--- config.mk ---
export PLATFORM = sky130hd
export DESIGN_NAME = muldiv4_seq_divider_flat
export DESIGN_NICKNAME = d
export VERILOG_FILES = /design/src/rtl/muldiv4_pkg.sv /design/src/rtl/muldiv4_seq_divider_if.sv /design/src/rtl/muldiv4_div_step.sv /design/src/rtl/muldiv4_seq_divider.sv /design/src/flat_wrapper.sv
export SDC_FILE = /design/constraint.sdc
export NUM_CORES = 1
export LEC_CHECK = 0
export BUFFER_PORTS_ARGS = -buffer_cell sky130_fd_sc_hd__buf_2
export CAP_MARGIN = 30
export CELL_PAD_IN_SITES_DETAIL_PLACEMENT = 1
export CELL_PAD_IN_SITES_GLOBAL_PLACEMENT = 1
export CORE_MARGIN = 2
export CORE_UTILIZATION = 40
export CTS_CLUSTER_DIAMETER = 200
export DETAILED_ROUTE_END_ITERATION = 6
export HOLD_SLACK_MARGIN = 0.03
export PLACE_DENSITY_LB_ADDON = 0.08
export SYNTH_ARGS = -nofsm -noshare
export SYNTH_HDL_FRONTEND = slang
export SYNTH_HIERARCHICAL = 1
export SYNTH_SLANG_ARGS = --single-unit
--- constraint.sdc ---
create_clock -name clk -period 2.85 [get_ports clk]
set_clock_uncertainty 0.2 [all_clocks]
set_input_delay 0.1425 -clock clk [delete_from_list [all_inputs] [get_ports clk]]
set_output_delay 0.1425 -clock clk [all_outputs]
set_load 0.01 [all_outputs]
--- src/rtl/muldiv4_pkg.sv ---
// rtl/muldiv4_pkg.sv - shared constants and FSM state type for the muldiv4 divider
package muldiv4_pkg;

    localparam int DIV_WIDTH = 4;
    localparam int DIV_CNT_W = $clog2(DIV_WIDTH + 1);

    typedef enum logic [1:0] {
        ST_IDLE = 2'd0,
        ST_RUN  = 2'd1,
        ST_DONE = 2'd2
    } div_state_t;

endpackage

--- src/rtl/muldiv4_seq_divider_if.sv ---
// rtl/muldiv4_seq_divider_if.sv - start/done handshake and operand/result bundle for the divider
interface muldiv4_seq_divider_if
    import muldiv4_pkg::*;
#(
    parameter int WIDTH = DIV_WIDTH
);
    logic             start;
    logic [WIDTH-1:0] dividend;
    logic [WIDTH-1:0] divisor;
    logic             ready;
    logic             done;
    logic [WIDTH-1:0] quotient;
    logic [WIDTH-1:0] remainder;
    logic             div_by_zero;

    // Requester side (control FSM / bench)
    modport master (
        output start, dividend, divisor,
        input  ready, done, quotient, remainder, div_by_zero
    );

    // Divider side
    modport slave (
        input  start, dividend, divisor,
        output ready, done, quotient, remainder, div_by_zero
    );
endinterface

--- src/rtl/muldiv4_div_step.sv ---
// rtl/muldiv4_div_step.sv - one combinational restoring-division step
module muldiv4_div_step #(
    parameter int WIDTH = 4
) (
    input  logic [WIDTH:0]   rem_i,
    input  logic             dvd_bit_i,
    input  logic [WIDTH-1:0] divisor_i,
    output logic [WIDTH:0]   rem_o,
    output logic             qbit_o
);
    logic [WIDTH+1:0] shifted;
    logic [WIDTH+1:0] dsr_ext;
    logic [WIDTH+1:0] diff;

    assign shifted = {rem_i, dvd_bit_i};
    assign dsr_ext = {2'b00, divisor_i};
    assign diff    = shifted - dsr_ext;

    // Keep the subtraction only when the shifted remainder covers the divisor
    always_comb begin
        qbit_o = (shifted >= dsr_ext);
        rem_o  = qbit_o ? diff[WIDTH:0] : shifted[WIDTH:0];
    end
endmodule

--- src/rtl/muldiv4_seq_divider.sv ---
// rtl/muldiv4_seq_divider.sv - sequential restoring divider, one quotient bit per clock; option MULDIV4_DIV_ZERO_FAST_EN
module muldiv4_seq_divider
    import muldiv4_pkg::*;
#(
    parameter int WIDTH = DIV_WIDTH
) (
    input  logic                 clk,
    input  logic                 rst,
    muldiv4_seq_divider_if.slave bus
);
    localparam int CW = $clog2(WIDTH + 1);

    div_state_t       state_q, state_d;
    logic [CW-1:0]    cnt_q, cnt_d;
    logic [WIDTH-1:0] dvd_q, dvd_d;
    logic [WIDTH-1:0] dsr_q, dsr_d;
    logic [WIDTH:0]   rem_q, rem_d;
    logic [WIDTH-1:0] quo_q, quo_d;
    logic [WIDTH-1:0] quotient_q, quotient_d;
    logic [WIDTH-1:0] remainder_q, remainder_d;
    logic             dbz_q, dbz_d;

    logic [WIDTH:0]   step_rem;
    logic             step_qbit;
    logic [WIDTH-1:0] quo_next;

    muldiv4_div_step #(.WIDTH(WIDTH)) u_step (
        .rem_i     (rem_q),
        .dvd_bit_i (dvd_q[WIDTH-1]),
        .divisor_i (dsr_q),
        .rem_o     (step_rem),
        .qbit_o    (step_qbit)
    );

    assign quo_next = {quo_q[WIDTH-2:0], step_qbit};

    // Next-state and datapath control: accept in IDLE, iterate in RUN, pulse done in DONE
    always_comb begin
        state_d     = state_q;
        cnt_d       = cnt_q;
        dvd_d       = dvd_q;
        dsr_d       = dsr_q;
        rem_d       = rem_q;
        quo_d       = quo_q;
        quotient_d  = quotient_q;
        remainder_d = remainder_q;
        dbz_d       = dbz_q;
        case (state_q)
            ST_IDLE: begin
                if (bus.start) begin
                    dvd_d   = bus.dividend;
                    dsr_d   = bus.divisor;
                    rem_d   = '0;
                    quo_d   = '0;
                    cnt_d   = CW'(WIDTH);
                    dbz_d   = (bus.divisor == '0);
                    state_d = ST_RUN;
`ifdef MULDIV4_DIV_ZERO_FAST_EN
                    // Zero divisor skips iteration; results match what the full loop yields
                    if (bus.divisor == '0) begin
                        state_d     = ST_DONE;
                        quotient_d  = '1;
                        remainder_d = bus.dividend;
                    end
`endif
                end
            end
            ST_RUN: begin
                rem_d = step_rem;
                dvd_d = dvd_q << 1;
                quo_d = quo_next;
                cnt_d = cnt_q - CW'(1);
                if (cnt_q == CW'(1)) begin
                    state_d     = ST_DONE;
                    quotient_d  = quo_next;
                    remainder_d = step_rem[WIDTH-1:0];
                end
            end
            ST_DONE: begin
                state_d = ST_IDLE;
            end
            default: begin
                state_d = ST_IDLE;
            end
        endcase
    end

    // State, iteration and result registers; reset aborts any operation in flight
    always_ff @(posedge clk or posedge rst) begin
        if (rst) begin
            state_q     <= ST_IDLE;
            cnt_q       <= '0;
            dvd_q       <= '0;
            dsr_q       <= '0;
            rem_q       <= '0;
            quo_q       <= '0;
            quotient_q  <= '0;
            remainder_q <= '0;
            dbz_q       <= 1'b0;
        end else begin
            state_q     <= state_d;
            cnt_q       <= cnt_d;
            dvd_q       <= dvd_d;
            dsr_q       <= dsr_d;
            rem_q       <= rem_d;
            quo_q       <= quo_d;
            quotient_q  <= quotient_d;
            remainder_q <= remainder_d;
            dbz_q       <= dbz_d;
        end
    end

    assign bus.ready       = (state_q == ST_IDLE);
    assign bus.done        = (state_q == ST_DONE);
    assign bus.quotient    = quotient_q;
    assign bus.remainder   = remainder_q;
    assign bus.div_by_zero = dbz_q;
endmodule
--- src/flat_wrapper.sv ---
// flat-port wrapper written by rule: the top's interface ports become plain ports
module muldiv4_seq_divider_flat import muldiv4_pkg::*;
#(
    parameter int WIDTH = DIV_WIDTH
)
  (clk, rst, bus_start, bus_dividend, bus_divisor, bus_ready, bus_done, bus_quotient, bus_remainder, bus_div_by_zero);
  muldiv4_seq_divider_if #(.WIDTH(WIDTH)) bus_i ();
  input  logic clk;
  input  logic rst;
  input wire logic [$bits(bus_i.start)-1:0] bus_start;
  input wire logic [$bits(bus_i.dividend)-1:0] bus_dividend;
  input wire logic [$bits(bus_i.divisor)-1:0] bus_divisor;
  output wire logic [$bits(bus_i.ready)-1:0] bus_ready;
  output wire logic [$bits(bus_i.done)-1:0] bus_done;
  output wire logic [$bits(bus_i.quotient)-1:0] bus_quotient;
  output wire logic [$bits(bus_i.remainder)-1:0] bus_remainder;
  output wire logic [$bits(bus_i.div_by_zero)-1:0] bus_div_by_zero;
  assign bus_i.start = bus_start;
  assign bus_i.dividend = bus_dividend;
  assign bus_i.divisor = bus_divisor;
  assign bus_ready = bus_i.ready;
  assign bus_done = bus_i.done;
  assign bus_quotient = bus_i.quotient;
  assign bus_remainder = bus_i.remainder;
  assign bus_div_by_zero = bus_i.div_by_zero;
  muldiv4_seq_divider #(.WIDTH(WIDTH)) u_core (.clk(clk), .rst(rst), .bus(bus_i));
endmodule
==> metrics.cfg <==
[synth]
synth-main-ff-cell = dfrtp_1
synth_nets = 140
synth_cells = 122
async_reset_ff_share_pct = 100.0
yosysSeqAreaShare_pct = 50.17
synth-edff-count = 0
synth-compound-area-share_pct = 16.64
synth_cell_types = 31
avgSynthCellArea_sq_um = 12.27
synth_warnings = 6
yosys_register_bits = 30
yosys.area_share.simple_pct = 6.187
synth_xor_area_share_pct = 1.171
synth_top_family_by_area = compound AO/OA/AOI/OAI gates
muxShareOfSynthArea_pct = 13.46
synthAdderAreaFrac_pct = 6.355
syn-cell-area_sq_um = 1496

[floorplan]
die_area_sq_um = 4246
rows = 22
die_h_microns = 65.17
io_pins = 22
start_util_pct = 41.18
die_x_microns = 65.17
core_area_sq_um = 3633

[global_routing]
grt_pass1_wl_microns = 5333
grt_max_degree = 31
grt_remaining_overflow = 0
grt_pass1_vias = 1140
grt_antenna_before_repair = 0
grtUsageTotal_pct = 16.70

[worst_hold_path]
hold_path_depth = 4
hp-class = input pin to flop
holdCritStartpoint = bus_start

[routing]
detail-route-antenna-nets = 0
wire_per_inst_microns = 14.67
drt_iter0_markers = 31
avgViaCountPerCell = 5.111
vias = 1063
drcViolationCount = 0
drt_pass1_iterations = 3
wirelength_microns = 3052

[clock_network]
clk_pin_slew_ns = 0.06
ctsHtreeMaxLevel = 2
cts_tree = done
clk_latency_ns = 0.28
cts_resized = 0
ctsRootBufferMaster = clkbuf_8
clk_path_buf_depth = 2
clock-sinks = 30
cts_buffers = 5

[timing]
min_period_ns = 2.714
setup_tns_ns = 0
timing.final.crit_share_pct = 95.22
worst_slack_ns = 0.1361
tightest_slew_ns = 0.3754
slew_headroom_pct = 74.71
max_freq_ghz = 0.3685
setup_viol = 0
report.final.slew_viol_count = 0
hold_viol_final = 0
rsz0062_at_grt = no

[critical_path]
cp-start-kind = flop
path_max_fanout = 7
end_kind = flop
r2r_cells = 9
cp.required_ns = 2.81
startpoint = u_core/dvd_q[3]
critical_path_class = flop to flop
reg2reg_to = u_core/bus.remainder[1]
endpoint = u_core/bus.remainder[1]
reg2reg_slack_ns = 0.14
arrival_ns = 2.68
r2r-start = u_core/dvd_q[3]

[finish]
layout_commonest_cell = dfrtp_1
drive_above_1_share_pct = 32.50
diodes = 0
layout.nets = 177
area_growth_pct = 23.91
layout_common_cells = 30 x dfrtp_1, 21 x buf_2, 14 x inv_1
fin_util_pct = 51.03

[power]
power_density_nw_per_um2 = 1316
ir_drop_mv = 0.4821
leakage_nw = 0.9105
power.total_mw = 2.440

[outcome]
status = finished clean

[placement]
port_buffers = 21
gp_congestion = 0.7992
dp_slack_ns = 0.03934
place_hpwl_microns = 2151

[flow_run]
maxCapViolations = 0

## synth_stat cells (2+ instances only)
library cell | instances | area, sq um
o22ai_1 | 6 | 37.54
nor2_1 | 3 | 11.26
nand2b_1 | 2 | 12.51
buf_6 | 3 | 33.78
dfrtp_1 | 30 | 750.7
nand2_1 | 7 | 26.28
a31oi_1 | 2 | 12.51
a21oi_1 | 4 | 20.02
mux2_2 | 5 | 56.30
a22o_1 | 8 | 70.07
inv_1 | 14 | 52.55
o21ai_0 | 6 | 30.03
mux2_4 | 9 | 135.1
ha_1 | 6 | 75.07
## area by class of cell
class | instances | area (sq um)
Clock buffer | 8 | 110.1
Multi-Input combinational cell | 74 | 655.6
Timing Repair Buffer | 34 | 225.2
Fill cell | 408 | 1779
Sequential cell | 30 | 750.7
Inverter | 14 | 52.55
Tap cell | 48 | 60.06
## worst min path at each step
| stage | slack (ns) | end |
|---|---|---|
| finish | 0.05 | u_core/dvd_q[0] |
| global placement | 0.04 | u_core/bus.quotient[2] |
| global route | 0.09 | u_core/dvd_q[3] |
| CTS | 0.04 | u_core/dvd_q[0] |
| floorplan | 0.03 | u_core/bus.div_by_zero |
| detailed placement | 0.05 | u_core/quo_q[1] |
## per-stage QoR
stage               hold WS [ns]  instance area, sq um  instances
finish                   0.05375                  1854        208
global route             0.08517                  1854        208
CTS                      0.04314                  1847        207
detailed placement       0.04640                  1647        190
global placement         0.03744                  1647        190
floorplan                0.03331                  1496        122
## cell families (layout without fill, tap and decap cells)
group / count (synthesis) / count (layout)
fa+ha+maj: 7 / 7
mux: 15 / 15
flops: 30 / 30
buf+inv: 18 / 56
simple gates: 17 / 17
compound gates: 33 / 33
xor+xnor: 2 / 2
## power breakdown
group | total [mW] | switching (mW) | internal, mW
logic | 1.25 | 0.589 | 0.665
clock network | 0.398 | 0.154 | 0.243
registers | 0.788 | 0.153 | 0.635
total | 2.44 | 0.897 | 1.54
## worst max-delay path: stages, from the launching register on
cell       delay [ns]
dfrtp_1          0.41
inv_1            0.07
ha_1             0.15
inv_1            0.06
fa_1             0.40
a21o_2           0.26
a2111oi_4        0.28
buf_4            0.20
mux2_4           0.31
mux2_4           0.25
## flip-flops by register name, summed over array words and instances (netlist names)
register and count:
u_core/bus.div_by_zero 1, u_core/bus.quotient 4, u_core/bus.remainder 4, u_core/cnt_q 3
u_core/dsr_q 4, u_core/dvd_q 4, u_core/quo_q 3, u_core/rem_q 5
u_core/state_q 2
## repair_timing
action / CTS / global route
endpoints found under the setup margin: 0 / 6
hold buffers: 9 / 0
buffers inserted: 0 / 1
endpoints found under the hold margin: 38 / 0
## routing by layer
metal	up-vias	track usage, %	part of all wire [%]	wire length [microns]
li1	509	-	-	-
met1	525	20.22	45	1386
met2	24	27.68	48	1475
met3	5	3.938	4.3	132
met4	0	8.594	1.9	58
met5	-	0	0	0
(Power assumes the default switching activity.)
